===== src/rtl/wb_port_arbiter_pkg.sv =====
// Shared types and constants for the register-file write-port arbiter.
package wb_port_arbiter_pkg;

  localparam int unsigned REG_W   = 5;
  localparam int unsigned DATA_W  = 32;
  localparam int unsigned NUM_AUX = 2;

  // Auxiliary unit indices within the packed Aux_* buses.
  localparam int unsigned AUX_SAD = 0;
  localparam int unsigned AUX_MDU = 1;

  // One queued register-file write.
  typedef struct packed {
    logic [REG_W-1:0]  wreg;
    logic [DATA_W-1:0] data;
  } wb_req_t;

  // Pipe bubble request: RUN normally, BUBBLE for the single cycle Pipe_stall is high.
  typedef enum logic {
    ST_RUN    = 1'b0,
    ST_BUBBLE = 1'b1
  } stall_state_t;

  // Register hazard match; $0 never creates a hazard.
  function automatic logic reg_match(input logic [REG_W-1:0] chk,
                                     input logic [REG_W-1:0] ent);
    return (chk != '0) && (chk == ent);
  endfunction

endpackage


===== src/rtl/wb_req_fifo.sv =====
// Synchronous FIFO of pending aux write requests. Exposes per-slot valid and
// destination register so the parent can detect hazards against queued writes.
module wb_req_fifo
  import wb_port_arbiter_pkg::*;
#(
  parameter int unsigned DEPTH = 4
) (
  input  logic                        clk,
  input  logic                        rst_n,
  input  logic                        push,
  input  wb_req_t                     push_req,
  input  logic                        pop,
  output logic                        full,
  output logic                        empty,
  output wb_req_t                     head,
  output logic [DEPTH-1:0]            entry_valid,
  output logic [DEPTH-1:0][REG_W-1:0] entry_reg
);

  localparam int unsigned PTR_W = $clog2(DEPTH);

  wb_req_t          mem [DEPTH];
  logic [PTR_W-1:0] wr_ptr;
  logic [PTR_W-1:0] rd_ptr;
  logic [PTR_W:0]   count;
  logic [PTR_W-1:0] offset;

  // Pointer and occupancy tracking; pointers wrap naturally at DEPTH.
  always_ff @(posedge clk or negedge rst_n) begin
    if (!rst_n) begin
      wr_ptr <= '0;
      rd_ptr <= '0;
      count  <= '0;
    end else begin
      if (push) wr_ptr <= wr_ptr + 1'b1;
      if (pop)  rd_ptr <= rd_ptr + 1'b1;
      case ({push, pop})
        2'b10:   count <= count + 1'b1;
        2'b01:   count <= count - 1'b1;
        default: count <= count;
      endcase
    end
  end

  // Storage needs no reset: slot validity is derived from the occupancy count.
  always_ff @(posedge clk) begin
    if (push) mem[wr_ptr] <= push_req;
  end

  assign full  = (count == (PTR_W+1)'(DEPTH));
  assign empty = (count == '0);
  assign head  = mem[rd_ptr];

  // A slot is live when its distance from the read pointer is below the count.
  always_comb begin
    offset      = '0;
    entry_valid = '0;
    entry_reg   = '0;
    for (int unsigned i = 0; i < DEPTH; i++) begin
      offset         = PTR_W'(i) - rd_ptr;
      entry_valid[i] = ({1'b0, offset} < count);
      entry_reg[i]   = mem[i].wreg;
    end
  end

endmodule


===== src/rtl/wb_port_arbiter.sv =====
// Register-file write-port arbiter: pipeline MEM/WB writes win with zero
// latency; SAD and MDU results are accepted round-robin, queued, and drained
// into idle write slots. Optional performance counters under WB_PERF_CNT_EN.
module wb_port_arbiter
  import wb_port_arbiter_pkg::*;
#(
  parameter int unsigned DEPTH        = 4,
  parameter int unsigned STARVE_LIMIT = 8
) (
  input  logic                       Clk,
  input  logic                       Rst_n,
  input  logic                       Pipe_RegWrite,
  input  logic [REG_W-1:0]           Pipe_WriteRegister,
  input  logic [DATA_W-1:0]          Pipe_WriteData,
  input  logic [NUM_AUX-1:0]         Aux_valid,
  output logic [NUM_AUX-1:0]         Aux_ready,
  input  logic [NUM_AUX*REG_W-1:0]   Aux_reg,
  input  logic [NUM_AUX*DATA_W-1:0]  Aux_data,
  output logic                       WB_RegWrite,
  output logic [REG_W-1:0]           WB_WriteRegister,
  output logic [DATA_W-1:0]          WB_WriteData,
  input  logic [REG_W-1:0]           Chk_rs,
  input  logic [REG_W-1:0]           Chk_rt,
  input  logic [REG_W-1:0]           Chk_rd,
  output logic [2:0]                 Pend_hit,
  output logic                       Pipe_stall,
  output logic [31:0]                Perf_aux_writes,
  output logic [31:0]                Perf_stall_cycles
);

  localparam int unsigned AUX_IDX_W = (NUM_AUX > 1) ? $clog2(NUM_AUX) : 1;
  localparam int unsigned CNT_W     = $clog2(STARVE_LIMIT + 1);

  logic                        pipe_active;
  logic                        fifo_full;
  logic                        fifo_empty;
  logic                        pop;
  logic                        push;
  logic                        full_next;
  logic                        accept;
  wb_req_t                     fifo_head;
  wb_req_t                     push_req;
  logic [DEPTH-1:0]            entry_valid;
  logic [DEPTH-1:0][REG_W-1:0] entry_reg;
  logic [REG_W-1:0]            aux_reg_a  [NUM_AUX];
  logic [DATA_W-1:0]           aux_data_a [NUM_AUX];
  logic [AUX_IDX_W-1:0]        rr_ptr;
  logic [AUX_IDX_W-1:0]        grant;
  logic [AUX_IDX_W-1:0]        cand;
  logic                        grant_found;
  logic [2:0][REG_W-1:0]       chk_regs;
  logic [CNT_W-1:0]            starve_cnt;
  logic                        starving;
  logic                        starve_hit;
  stall_state_t                stall_state;
  stall_state_t                stall_next;

  assign pipe_active = Pipe_RegWrite & (Pipe_WriteRegister != '0);
  assign pop         = ~pipe_active & ~fifo_empty;
  // A same-cycle pop frees a slot, so a full queue may still accept.
  assign full_next   = fifo_full & ~pop;

  // Write-port mux: pipe first, then the queue head, otherwise idle.
  always_comb begin
    WB_RegWrite      = 1'b0;
    WB_WriteRegister = '0;
    WB_WriteData     = '0;
    if (pipe_active) begin
      WB_RegWrite      = 1'b1;
      WB_WriteRegister = Pipe_WriteRegister;
      WB_WriteData     = Pipe_WriteData;
    end else if (!fifo_empty) begin
      WB_RegWrite      = 1'b1;
      WB_WriteRegister = fifo_head.wreg;
      WB_WriteData     = fifo_head.data;
    end
  end

  // Unpack the per-unit request buses.
  always_comb begin
    for (int unsigned i = 0; i < NUM_AUX; i++) begin
      aux_reg_a[i]  = Aux_reg[i*REG_W +: REG_W];
      aux_data_a[i] = Aux_data[i*DATA_W +: DATA_W];
    end
  end

  // Round-robin grant: first valid requester at or after the pointer.
  always_comb begin
    grant       = rr_ptr;
    grant_found = 1'b0;
    cand        = '0;
    for (int unsigned k = 0; k < NUM_AUX; k++) begin
      cand = AUX_IDX_W'((32'(rr_ptr) + k) % NUM_AUX);
      if (!grant_found && Aux_valid[cand]) begin
        grant       = cand;
        grant_found = 1'b1;
      end
    end
  end

  // Only the granted unit sees ready, and only when the queue has room.
  always_comb begin
    Aux_ready = '0;
    for (int unsigned i = 0; i < NUM_AUX; i++) begin
      Aux_ready[i] = Rst_n & ~full_next & (grant == AUX_IDX_W'(i));
    end
  end

  assign accept        = |(Aux_valid & Aux_ready);
  assign push_req.wreg = aux_reg_a[grant];
  assign push_req.data = aux_data_a[grant];
  // Writes to $0 complete the handshake but are dropped.
  assign push          = accept & (push_req.wreg != '0);

  // Round-robin pointer moves past each accepted winner.
  always_ff @(posedge Clk or negedge Rst_n) begin
    if (!Rst_n) begin
      rr_ptr <= AUX_IDX_W'(AUX_SAD);
    end else if (accept) begin
      rr_ptr <= (grant == AUX_IDX_W'(NUM_AUX - 1)) ? '0 : grant + 1'b1;
    end
  end

  wb_req_fifo #(
    .DEPTH (DEPTH)
  ) u_fifo (
    .clk         (Clk),
    .rst_n       (Rst_n),
    .push        (push),
    .push_req    (push_req),
    .pop         (pop),
    .full        (fifo_full),
    .empty       (fifo_empty),
    .head        (fifo_head),
    .entry_valid (entry_valid),
    .entry_reg   (entry_reg)
  );

  assign chk_regs = {Chk_rd, Chk_rt, Chk_rs};

  // Hazard flags against every live queue slot, including one popping now.
  always_comb begin
    Pend_hit = '0;
    for (int unsigned k = 0; k < 3; k++) begin
      for (int unsigned e = 0; e < DEPTH; e++) begin
        if (entry_valid[e] && reg_match(chk_regs[k], entry_reg[e])) begin
          Pend_hit[k] = 1'b1;
        end
      end
    end
  end

  assign starving   = fifo_full & pipe_active;
  assign starve_hit = starving & (starve_cnt == CNT_W'(STARVE_LIMIT - 1));

  // Count consecutive full-and-blocked cycles; clear on hit or any relief.
  always_ff @(posedge Clk or negedge Rst_n) begin
    if (!Rst_n) begin
      starve_cnt <= '0;
    end else if (starving && !starve_hit) begin
      starve_cnt <= starve_cnt + 1'b1;
    end else begin
      starve_cnt <= '0;
    end
  end

  // Bubble-request state register.
  always_ff @(posedge Clk or negedge Rst_n) begin
    if (!Rst_n) stall_state <= ST_RUN;
    else        stall_state <= stall_next;
  end

  // Bubble request lasts exactly one cycle after the starve limit is reached.
  always_comb begin
    stall_next = ST_RUN;
    Pipe_stall = (stall_state == ST_BUBBLE);
    if (starve_hit) stall_next = ST_BUBBLE;
  end

`ifdef WB_PERF_CNT_EN
  logic [31:0] aux_writes_q;
  logic [31:0] stall_cycles_q;

  // Free-running event counters, wrapping at 2^32.
  always_ff @(posedge Clk or negedge Rst_n) begin
    if (!Rst_n) begin
      aux_writes_q   <= '0;
      stall_cycles_q <= '0;
    end else begin
      if (pop)        aux_writes_q   <= aux_writes_q + 1'b1;
      if (Pipe_stall) stall_cycles_q <= stall_cycles_q + 1'b1;
    end
  end

  assign Perf_aux_writes   = aux_writes_q;
  assign Perf_stall_cycles = stall_cycles_q;
`else
  assign Perf_aux_writes   = '0;
  assign Perf_stall_cycles = '0;
`endif

endmodule


===== config.mk =====
export PLATFORM = sky130hd
export DESIGN_NAME = wb_port_arbiter
export DESIGN_NICKNAME = d
export VERILOG_FILES = /design/src/rtl/wb_port_arbiter_pkg.sv /design/src/rtl/wb_req_fifo.sv /design/src/rtl/wb_port_arbiter.sv
export SDC_FILE = /design/constraint.sdc
export NUM_CORES = 1
export LEC_CHECK = 0
export CAP_MARGIN = 20
export CORE_UTILIZATION = 45
export DETAILED_ROUTE_END_ITERATION = 16
export PLACE_DENSITY = 0.75
export SLEW_MARGIN = 5
export SYNTH_ARGS = -nofsm -noshare
export SYNTH_HDL_FRONTEND = slang
export SYNTH_HIERARCHICAL = 1
export SYNTH_SLANG_ARGS = --single-unit

===== constraint.sdc =====
create_clock -name Clk -period 4.5 [get_ports Clk]
set_clock_uncertainty 0.05 [all_clocks]
set_input_delay 0.45 -clock Clk [delete_from_list [all_inputs] [get_ports Clk]]
set_output_delay 0.45 -clock Clk [all_outputs]
set_load 0.05 [all_outputs]

# Word-level counts from Yosys, hierarchy flattened
# Memories as Yosys holds them, arrays and structs flattened.
# Cells that the tools add are included.
# op_classes
mux	36
n_addsub	11
bitwise	16
n_reduce_logical	36
order_cmp	7
n_eq_ne	16
# op_table
op	count
$mux W32	5
$eq A5 B5 Y1	12
$logic_and A1 B1 Y1	26
$mux W5	5
$reduce_bool A5 Y1	5
$mux W1	24
$lt A2 B3 Y1	4
$and A1 B1 Y1	9
$pmux W3 S2	1
$not A1 Y1	5
$add A2 B1 Y2 const B	2
$add A4 B1 Y4 const B	1
$eq A4 B3 Y1 const B	1
$lt A1 B2 Y1 const B	2
$mux W4	1
$sub A1 B2 Y2 const A	2
$sub A2 B2 Y2 const A	2
$add A3 B1 Y3 const B	1
$eq A3 B3 Y1 const B	1
$logic_not A3 Y1	1
$sub A3 B1 Y3 const B	1
$add A1 B1 Y1 const B	2
$and A2 B2 Y2	1
$eq A2 B1 Y1 const B	1
6 further kinds	7
# totals
reg_bits	13
inputBits	131
out_inout_bits	108
memories	1
elab_cells	129
mem_bits_rw	148
# mem_list
memory	words	width	rd	rd_clocked_by_memory_dff	wr	line_no	rtl
u_fifo.mem	4	37	5	0	1	wb_req_fifo.sv:22	wb_req_t mem [DEPTH];

# Longest topological paths before layout
# Gate-level depths: netlist (run 1).
# depth
word_depth	14
mapped_depth	13

# By module
# Netlist (run 1), hierarchy kept.
# modules_own_cells
mod	instances	seq_area_each_um2	cells_per_inst	area_per_inst_um2
wb_req_fifo	1	4619.4	268	6047.0
wb_port_arbiter	1	150.1	372	2667.6

# Least setup slack after synthesis (run 1)
# Ideal clock, no wire load.
# synth_path
path_type	input-to-reg
startpoint	input port Pipe_WriteRegister[3]
endpoint	memory u_fifo/mem[1][0] in the netlist's numbering (enable)
required_time_ps	4052
t_arrival_ps	2744
stages	7
setup_time_ps	398
slack_ps	1308
n_path_buf	1
path_cell_list	or4_4 o21a_1 buf_6 nand2_4 nand3_2 nor2_1 and2_1
# synth_between
elab_chain_len	14
elab_cells_between_ends	15
classes_between	mux: 2; bitwise: 11; reduce/logical: 2
# synth_rtl
item	line_no	rtl
start, declared	wb_port_arbiter.sv:13	input logic [REG_W-1:0] Pipe_WriteRegister,
$reduce_bool A5 Y1 (*)	wb_port_arbiter.sv:58	assign pipe_active = Pipe_RegWrite & (Pipe_WriteRegister != '0);
$and A1 B1 Y1 (*)	wb_port_arbiter.sv:58	
$not A1 Y1 (*)	wb_port_arbiter.sv:59	assign pop = ~pipe_active & ~fifo_empty;
$and A1 B1 Y1 (*)	wb_port_arbiter.sv:59	
$not A1 Y1 (*)	wb_port_arbiter.sv:61	assign full_next = fifo_full & ~pop;
$and A1 B1 Y1 (*)	wb_port_arbiter.sv:61	
$not A1 Y1 (*)	wb_port_arbiter.sv:105	Aux_ready[i] = Rst_n & ~full_next & (grant == AUX_IDX_W'(i));
$and A1 B1 Y1 (*)	wb_port_arbiter.sv:105	
$and A1 B1 Y1	wb_port_arbiter.sv:105	
$and A2 B2 Y2 (*)	wb_port_arbiter.sv:109	assign accept = |(Aux_valid & Aux_ready);
$reduce_or A2 Y1 (*)	wb_port_arbiter.sv:109	
$and A1 B1 Y1 (*)	wb_port_arbiter.sv:113	assign push = accept & (push_req.wreg != '0);
via push	wb_port_arbiter.sv:38	logic push;
$mux W1 (*)	wb_req_fifo.sv:47	if (push) mem[wr_ptr] <= push_req;
$mux W1 (not written as such) (*)	wb_req_fifo.sv:47	
end, declared	wb_req_fifo.sv:22	
# Mark *: on every way through the listed nets, which the timed path passes. The rest lies on a longest branch.

# Worst setup path after layout (run 1)
# layout_path
startpoint	input port Pipe_WriteRegister[3]
endpoint	output port Aux_ready[0]
# layout_between
elab_chain_len	9
# layout_rtl
item	line_no	rtl
$reduce_bool A5 Y1	wb_port_arbiter.sv:58	
$and A1 B1 Y1	wb_port_arbiter.sv:58	
$not A1 Y1	wb_port_arbiter.sv:59	
$and A1 B1 Y1	wb_port_arbiter.sv:59	
$not A1 Y1	wb_port_arbiter.sv:61	
$and A1 B1 Y1	wb_port_arbiter.sv:61	
$not A1 Y1	wb_port_arbiter.sv:105	
$and A1 B1 Y1 (2 in series)	wb_port_arbiter.sv:105	
end, declared	wb_port_arbiter.sv:16	output logic [NUM_AUX-1:0] Aux_ready,
# No other way between the ends.

==> results.toml, run 1 <==
[outcome]
status = "finished, final reports clean"

[finish]
final_cells = 1057
drive_gt1_share_pct = 16.7
n_antenna_cell = 0
fin_nets = 926
area_growth_pct = 24.4
layout_commonest_cell = "clkdlybuf4s50_1"
utilization_pct = 57.6
final_cell_mix = "clkdlybuf4s50_1, edfxtp_1, nand2_1, conb_1, xor2_1"

[clock_tree]
clk_path_buf_depth = 2
cts-htree-levels = 4
root_buffer = "clkbuf_16"
hold_buffers = 0
clk_latency_ns = 0.41
cts.sinks = 161
cts_resized = 0
cts_setup_buffers = 0
path_clk_slew_ns = 0.06
cts_buffers = 17
cts_tree = "done"

[setup_path]
cpPeakStageDelay_ns = 0.82
rr_worst_depth = 12
worst-r2r-setup-slack_ns = 1.55
path_delay_family = "buffers and inverters"
cp-end-kind = "primary output"
r2r-start = "u_fifo/count[0]"
worstPathBufferInverterCount = 2
cp_slowest_cell = "clkdlybuf4s50_1"
crit_required_ns = 4.00
crit_top_cell = "clkdlybuf4s50_1"
crit_fanout = 38
cp-start-kind = "input port"
crit_path_cell_trace = "clkdlybuf4s50_1 -> or4_4 -> o21a_2 -> nand2_4 -> nand3_2 -> nor2_1 -> clkdlybuf4s50_1"
crit_arrival_ns = 3.25
critical_path_class = "input port to primary output"
r2r-end = "u_fifo/count[2]"

[power]
intPower_mw = 3.82
power.share.combinational_pct = 42.8
leakage_nw = 3.94
p_per_area_mw_per_mm2 = 560
pwr-share-clk_pct = 22.1
ir_drop_mv = 0.279
power_switching_share_pct = 37.2
seq_power_share_pct = 35.1
p_switching_mw = 2.26

[drt]
finalWirelength_microns = 19300
drc = 0
wl_per_cell_microns = 18.3
dr.pass1.iters = 4
route.antenna.remaining_nets = 0
drt_iter0_drc = 261
vias_per_cell = 5.01
via_count = 5299

[synthesis]
ys.flop_type = "edfxtp_1"
synthesis.area_sq_mm = 0.00871
synth_edf_count = 148
synthCells = 640
synth_area_leader_cell = "edfxtp_1"
synth-async-reset-ratio_pct = 8.07
ys_seq_elements = 161
postSynthAreaPerCell_sq_um = 13.6
yosysSeqAreaShare_pct = 54.7
netlist-cell-type-count = 43
synth_top_area_share_pct = 51.0
synth.yosys.warnings = 6
synth_area_leaders = "edfxtp_1, mux4_2, buf_4, xor2_1, mux2_2"

[global_routing]
use_met2_pct = 34.3
grtUsageTotal_pct = 20.0
antenna_found_initial = 0
busiest_layer = "met2"
grt_pass1_wl_microns = 29400
grt_pass1_vias = 5308
gr-usage-met3_pct = 3.50
use_met1_pct = 25.6
grt-ovfl-total = 0
grt_max_degree = 39

[sta]
relSlewSlack_pct = 37.4
min_period_over_period_pct = 83.4
worst_slew_pin_slew_ns = 0.939
tns_ns = 0
max_freq_ghz = 0.266
timing.hold.ws_ns = 0.419
setup_viol = 0
slew_violations = 0
hold_violations = 0
min_period_ns = 3.75
rsz0062_at_grt = "no"

[die]
core_sq_mm = 0.0188
die-area_sq_mm = 0.0199
die_x_microns = 141
die_h_microns = 141
rows = 50
start_util_pct = 46.3
ioPinCount = 239

[hold_path]
worst_hold_path_type = "input port to asynchronous set/reset pin"

[place]
dpl.hpwl_microns = 13400
place_congestion = 0.814
port_buffers = 174
placed_cells_incl_taps = 1025

[job]
cap_violations = 0
## logic make-up (layout without fill, tap and decap cells)
kind of cell,Yosys count,count (layout),synth area share [%]
other cells,1,64,0.0430
buf+inv,131,225,10.3
mux,75,75,14.5
simple gates,170,170,10.3
xor+xnor,68,68,6.83
compound gates,23,23,1.67
flops,161,161,54.7
fa+ha+maj,11,11,1.67
## cells in the mapped netlist, types with 2 or more instances
library cell and n:
edfxtp_1 148, nor3_1 2, inv_1 8, or4_1 3, nand3b_1 33, clkbuf_1 19, nand2b_1 4, buf_12 3
xor2_1 53, and2_1 5, nor2_1 8, dfrtp_1 13, mux2_2 37, buf_4 84, mux4_2 37, nor4_1 14
buf_2 14, or2_2 3, ha_1 10, nand2_1 76, buf_6 3, nand3_1 13, o21ai_0 5, xnor2_1 15
nand4_1 3, a21oi_1 6, o21a_1 4, a22o_1 2
## worst reg2reg max path: stages (launching register included)
cell	delay, ns
dfrtp_1	0.46
nor3_2	0.46
buf_4	0.39
nand2_1	0.15
nand3_2	0.12
nor2_1	0.15
inv_1	0.09
ha_1	0.17
inv_1	0.06
fa_1	0.37
xor2_1	0.15
nor2_1	0.11
xor2_1	0.17
## power groups by stage
stage	clock (mW)	combinational [mW]	sequential, mW
2_1_floorplan	0	2.04	2.07
3_3_place_gp	0	2.56	2.14
3_5_place_dp	0	2.61	2.16
4_1_cts	1.37	2.63	2.13
5_1_grt	1.42	2.77	2.16
6_report	1.34	2.60	2.13
## through the flow
step	area, sq um	total power [mW]	setup slack [ns]
3_5_place_dp	10300	4.77	0.609
6_report	10800	6.07	0.747
5_1_grt	10800	6.35	0.624
2_1_floorplan	8950	4.11	1.31
3_3_place_gp	10300	4.70	0.728
4_1_cts	10800	6.13	0.699
## state kept, by name, summed over array words and instances, names as in the netlist
signal,count
Pipe_stall,1
rr_ptr,1
u_fifo/count,3
starve_cnt,4
u_fifo/rd_ptr,2
u_fifo/wr_ptr,2
u_fifo/mem,148
## how the worst max path moves through the flow
stage | start | to | slack (ns) | cells past startpoint
final | Pipe_WriteRegister[3] | Aux_ready[0] | 0.75 | 7
after global routing | Pipe_WriteRegister[3] | Aux_ready[0] | 0.62 | 7
after CTS | Pipe_WriteRegister[3] | Aux_ready[0] | 0.70 | 7
after detailed placement | Pipe_WriteRegister[3] | u_fifo/mem[1][30] | 0.61 | 8
after global placement | Pipe_WriteRegister[3] | u_fifo/mem[3][30] | 0.73 | 8
after floorplan | Pipe_WriteRegister[3] | u_fifo/mem[1][0] | 1.31 | 7
## metal layers
metal | part of all wire [%] | up-vias
met2 | 51 | 241
met1 | 42 | 2574
met5 | 0 | -
met3 | 6.0 | 20
li1 | - | 2464
met4 | 1.3 | 0
## final cells by class
type | instances | area [sq um]
fill | 1443 | 7990
sequential | 161 | 4770
multi-input combinational | 411 | 3320
timing repair buffer | 185 | 1840
clock buffer | 19 | 433
tap | 260 | 325
clock inverter | 13 | 131
inverter | 8 | 30.0
No activity file was read; power rests on OpenSTA's default activity.
==> run 2, diff against run 1 <==
--- a/config.mk
+++ b/config.mk
@@ -6,9 +6,9 @@
 export NUM_CORES = 1
 export LEC_CHECK = 0
 export CAP_MARGIN = 20
-export CORE_UTILIZATION = 45
+export CORE_UTILIZATION = 44
 export DETAILED_ROUTE_END_ITERATION = 16
-export PLACE_DENSITY = 0.75
+export PLACE_DENSITY = 0.77
 export SLEW_MARGIN = 5
 export SYNTH_ARGS = -nofsm -noshare
 export SYNTH_HDL_FRONTEND = slang
==> constraint.sdc (replaced) <==
create_clock -name Clk -period 3.1 [get_ports Clk]
set_clock_uncertainty 0.05 [all_clocks]
set_input_delay 0.31 -clock Clk [delete_from_list [all_inputs] [get_ports Clk]]
set_output_delay 0.31 -clock Clk [all_outputs]
set_load 0.05 [all_outputs]
==> run 2 against run 1 <==
The run now ends with DRC left. Sequential power up 46%. Sequential share of layout area is 2.3 points lower. Core utilization is 1.2 points higher. Hold slack worse by 0.17 ns. Via count increased by 2.2%. Wire length increased by 2.0%. Global-route usage increased by 0.48 points. Register-to-register slack got worse by 0.95 ns. Cell count is 1.2% higher. Largest power group unchanged.
==> results.toml, run 2 (synthesis gave the netlist of run 1 again) <==
[setup_path]
crit_fanout = 10
worst-r2r-setup-slack_ns = 0.60
r2r-end = "u_fifo/count[2]"
cp-end-kind = "primary output"
crit_required_ns = 2.74
crit_end = "Pend_hit[2]"
cpPeakStageDelay_ns = 0.55
cp-start-kind = "flip-flop"
crit_arrival_ns = 2.39
r2r-start = "rr_ptr"
cp_slowest_cell = "dfrtp_2"
rr_worst_depth = 12
crit_path_cell_trace = "xor2_1 -> inv_1 -> ha_1 -> a21oi_1 -> or2_2 -> nand3_1 -> nand4_1 -> o21a_1 -> buf_12"
crit_start = "u_fifo/rd_ptr[0]"
critical_path_class = "flip-flop to primary output"

[finish]
fin_nets = 936
final_cell_mix = "edfxtp_1, clkdlybuf4s50_1, nand2_1, conb_1, xor2_1"
largestRegisters = "u_fifo/mem: 148 flops, starve_cnt: 4 flops, u_fifo/count: 3 flops"
drive_gt1_share_pct = 22.9
n_antenna_cell = 0
largest_reg_flops = 148
area_growth_pct = 31.3
top_register = "u_fifo/mem"
layout_commonest_cell = "edfxtp_1"
fin_area_sq_mm = 0.0114

[sta]
rsz0062_at_grt = "no"
min_period_ns = 2.75
min_period_over_period_pct = 88.8
slew_violations = 0
worst_slew_pin_slew_ns = 0.555
setup_viol = 0
tns_ns = 0
hold_violations = 0
max_freq_ghz = 0.363
relSlewSlack_pct = 63.0

[outcome]
status = "finished, violations left"
failed_checks = "DRC"

[power]
p_per_area_mw_per_mm2 = 846
ir_drop_mv = 0.473
leakage_nw = 4.27

[die]
start_util_pct = 44.8
die-area_sq_mm = 0.0204
rows = 51
core_sq_mm = 0.0195
ioPinCount = 239
die_x_microns = 143
die_h_microns = 143

[place]
port_buffers = 174
place_congestion = 0.905
place_area_sq_mm = 0.0108
dpl.hpwl_microns = 13700

[drt]
drc = 2
wl_per_cell_microns = 18.4
finalWirelength_microns = 19700
vias_per_cell = 5.06
via_count = 5414
drt_iter0_drc = 331
dr.pass1.iters = 10
route.antenna.remaining_nets = 0

[global_routing]
grt_max_degree = 39
grt_pass1_vias = 5410
gr-usage-met3_pct = 4.59
antenna_found_initial = 0
use_met1_pct = 26.8
grt_pass1_wl_microns = 30400
busiest_layer = "met2"
use_met2_pct = 34.1
grtUsageTotal_pct = 20.5
grt-ovfl-total = 0

[clock_tree]
cts_tree = "done"
cts_resized = 0
path_clk_slew_ns = 0.06
hold_buffers = 0
cts_buffers = 17
cts_setup_buffers = 0
clk_path_buf_depth = 2
root_buffer = "clkbuf_16"
cts.sinks = 161
cts-htree-levels = 4
clk_latency_ns = 0.42

[hold_path]
worst_hold_path_type = "input port to asynchronous set/reset pin"

[job]
cap_violations = 0
run 2: cell types whose count changed in the layout (fill, tap and decap cells not counted), sizes merged:
cell           previous run  this run
buf                      11        64
clkdlybuf4s50           174       131
clkbuf                   19        18
bufinv                    1         5
clkinv                    4         3
clkinvlp                  4         1
inv                      12        11
run 2: per-layer routing:
metal	up-vias	part of all wire (%)
li1	2483	-
met1	2641	42
met2	264	50
met3	26	6.2
met4	0	1.5
met5	-	0
run 2: how the worst min path moves through the flow:
stage | start | endpoint | slack [ns] | cells after the start
detailed placement | starve_cnt[0] | starve_cnt[0] | 0.42 | 1
global route | Rst_n | rr_ptr | 0.27 | 2
floorplan | Rst_n | Pipe_stall | -0.04 | 0
CTS | Rst_n | rr_ptr | 0.25 | 2
finish | Rst_n | rr_ptr | 0.25 | 2
global placement | starve_cnt[0] | starve_cnt[0] | 0.41 | 1
run 2: worst max-delay path, delay by kind of cell, from the launching register on:
| family | cells | cell delay [ns] |
|---|---|---|
| AOI/OAI and AO/OA | 2 | 0.21 |
| buffers and inverters | 2 | 0.22 |
| xor gates and xnor gates | 1 | 0.23 |
| DFF | 1 | 0.55 |
| adders and majority gates | 1 | 0.27 |
| and+or+nand+nor | 3 | 0.49 |
run 2: where the power goes:
| part | switching, mW | total [mW] | internal (mW) |
|---|---|---|---|
| clock | 0.821 | 2.25 | 1.43 |
| sequential | 0.247 | 3.12 | 2.88 |
| combinational | 2.33 | 4.31 | 1.97 |
| total | 3.40 | 9.68 | 6.28 |
run 2: layout make-up:
class | instances | area [sq um]
tap | 265 | 332
inverter | 8 | 30.0
fill | 1501 | 8020
sequential | 161 | 4770
clock inverter | 12 | 205
multi-input combinational | 411 | 3320
timing repair buffer | 195 | 2350
clock buffer | 18 | 429
run 2: per-stage QoR:
step	worst slack, ns	std cells	total power, mW	utilization, %	hold slack [ns]
after global placement	0.0703	1040	7.42	55.5	0.407
after global routing	0.179	1070	10.1	58.8	0.266
final	0.347	1070	9.68	58.8	0.247
after CTS	0.324	1070	9.77	58.8	0.249
after detailed placement	0.0661	1040	7.50	55.5	0.417
after floorplan	0.0482	703	5.97	-	-0.0356
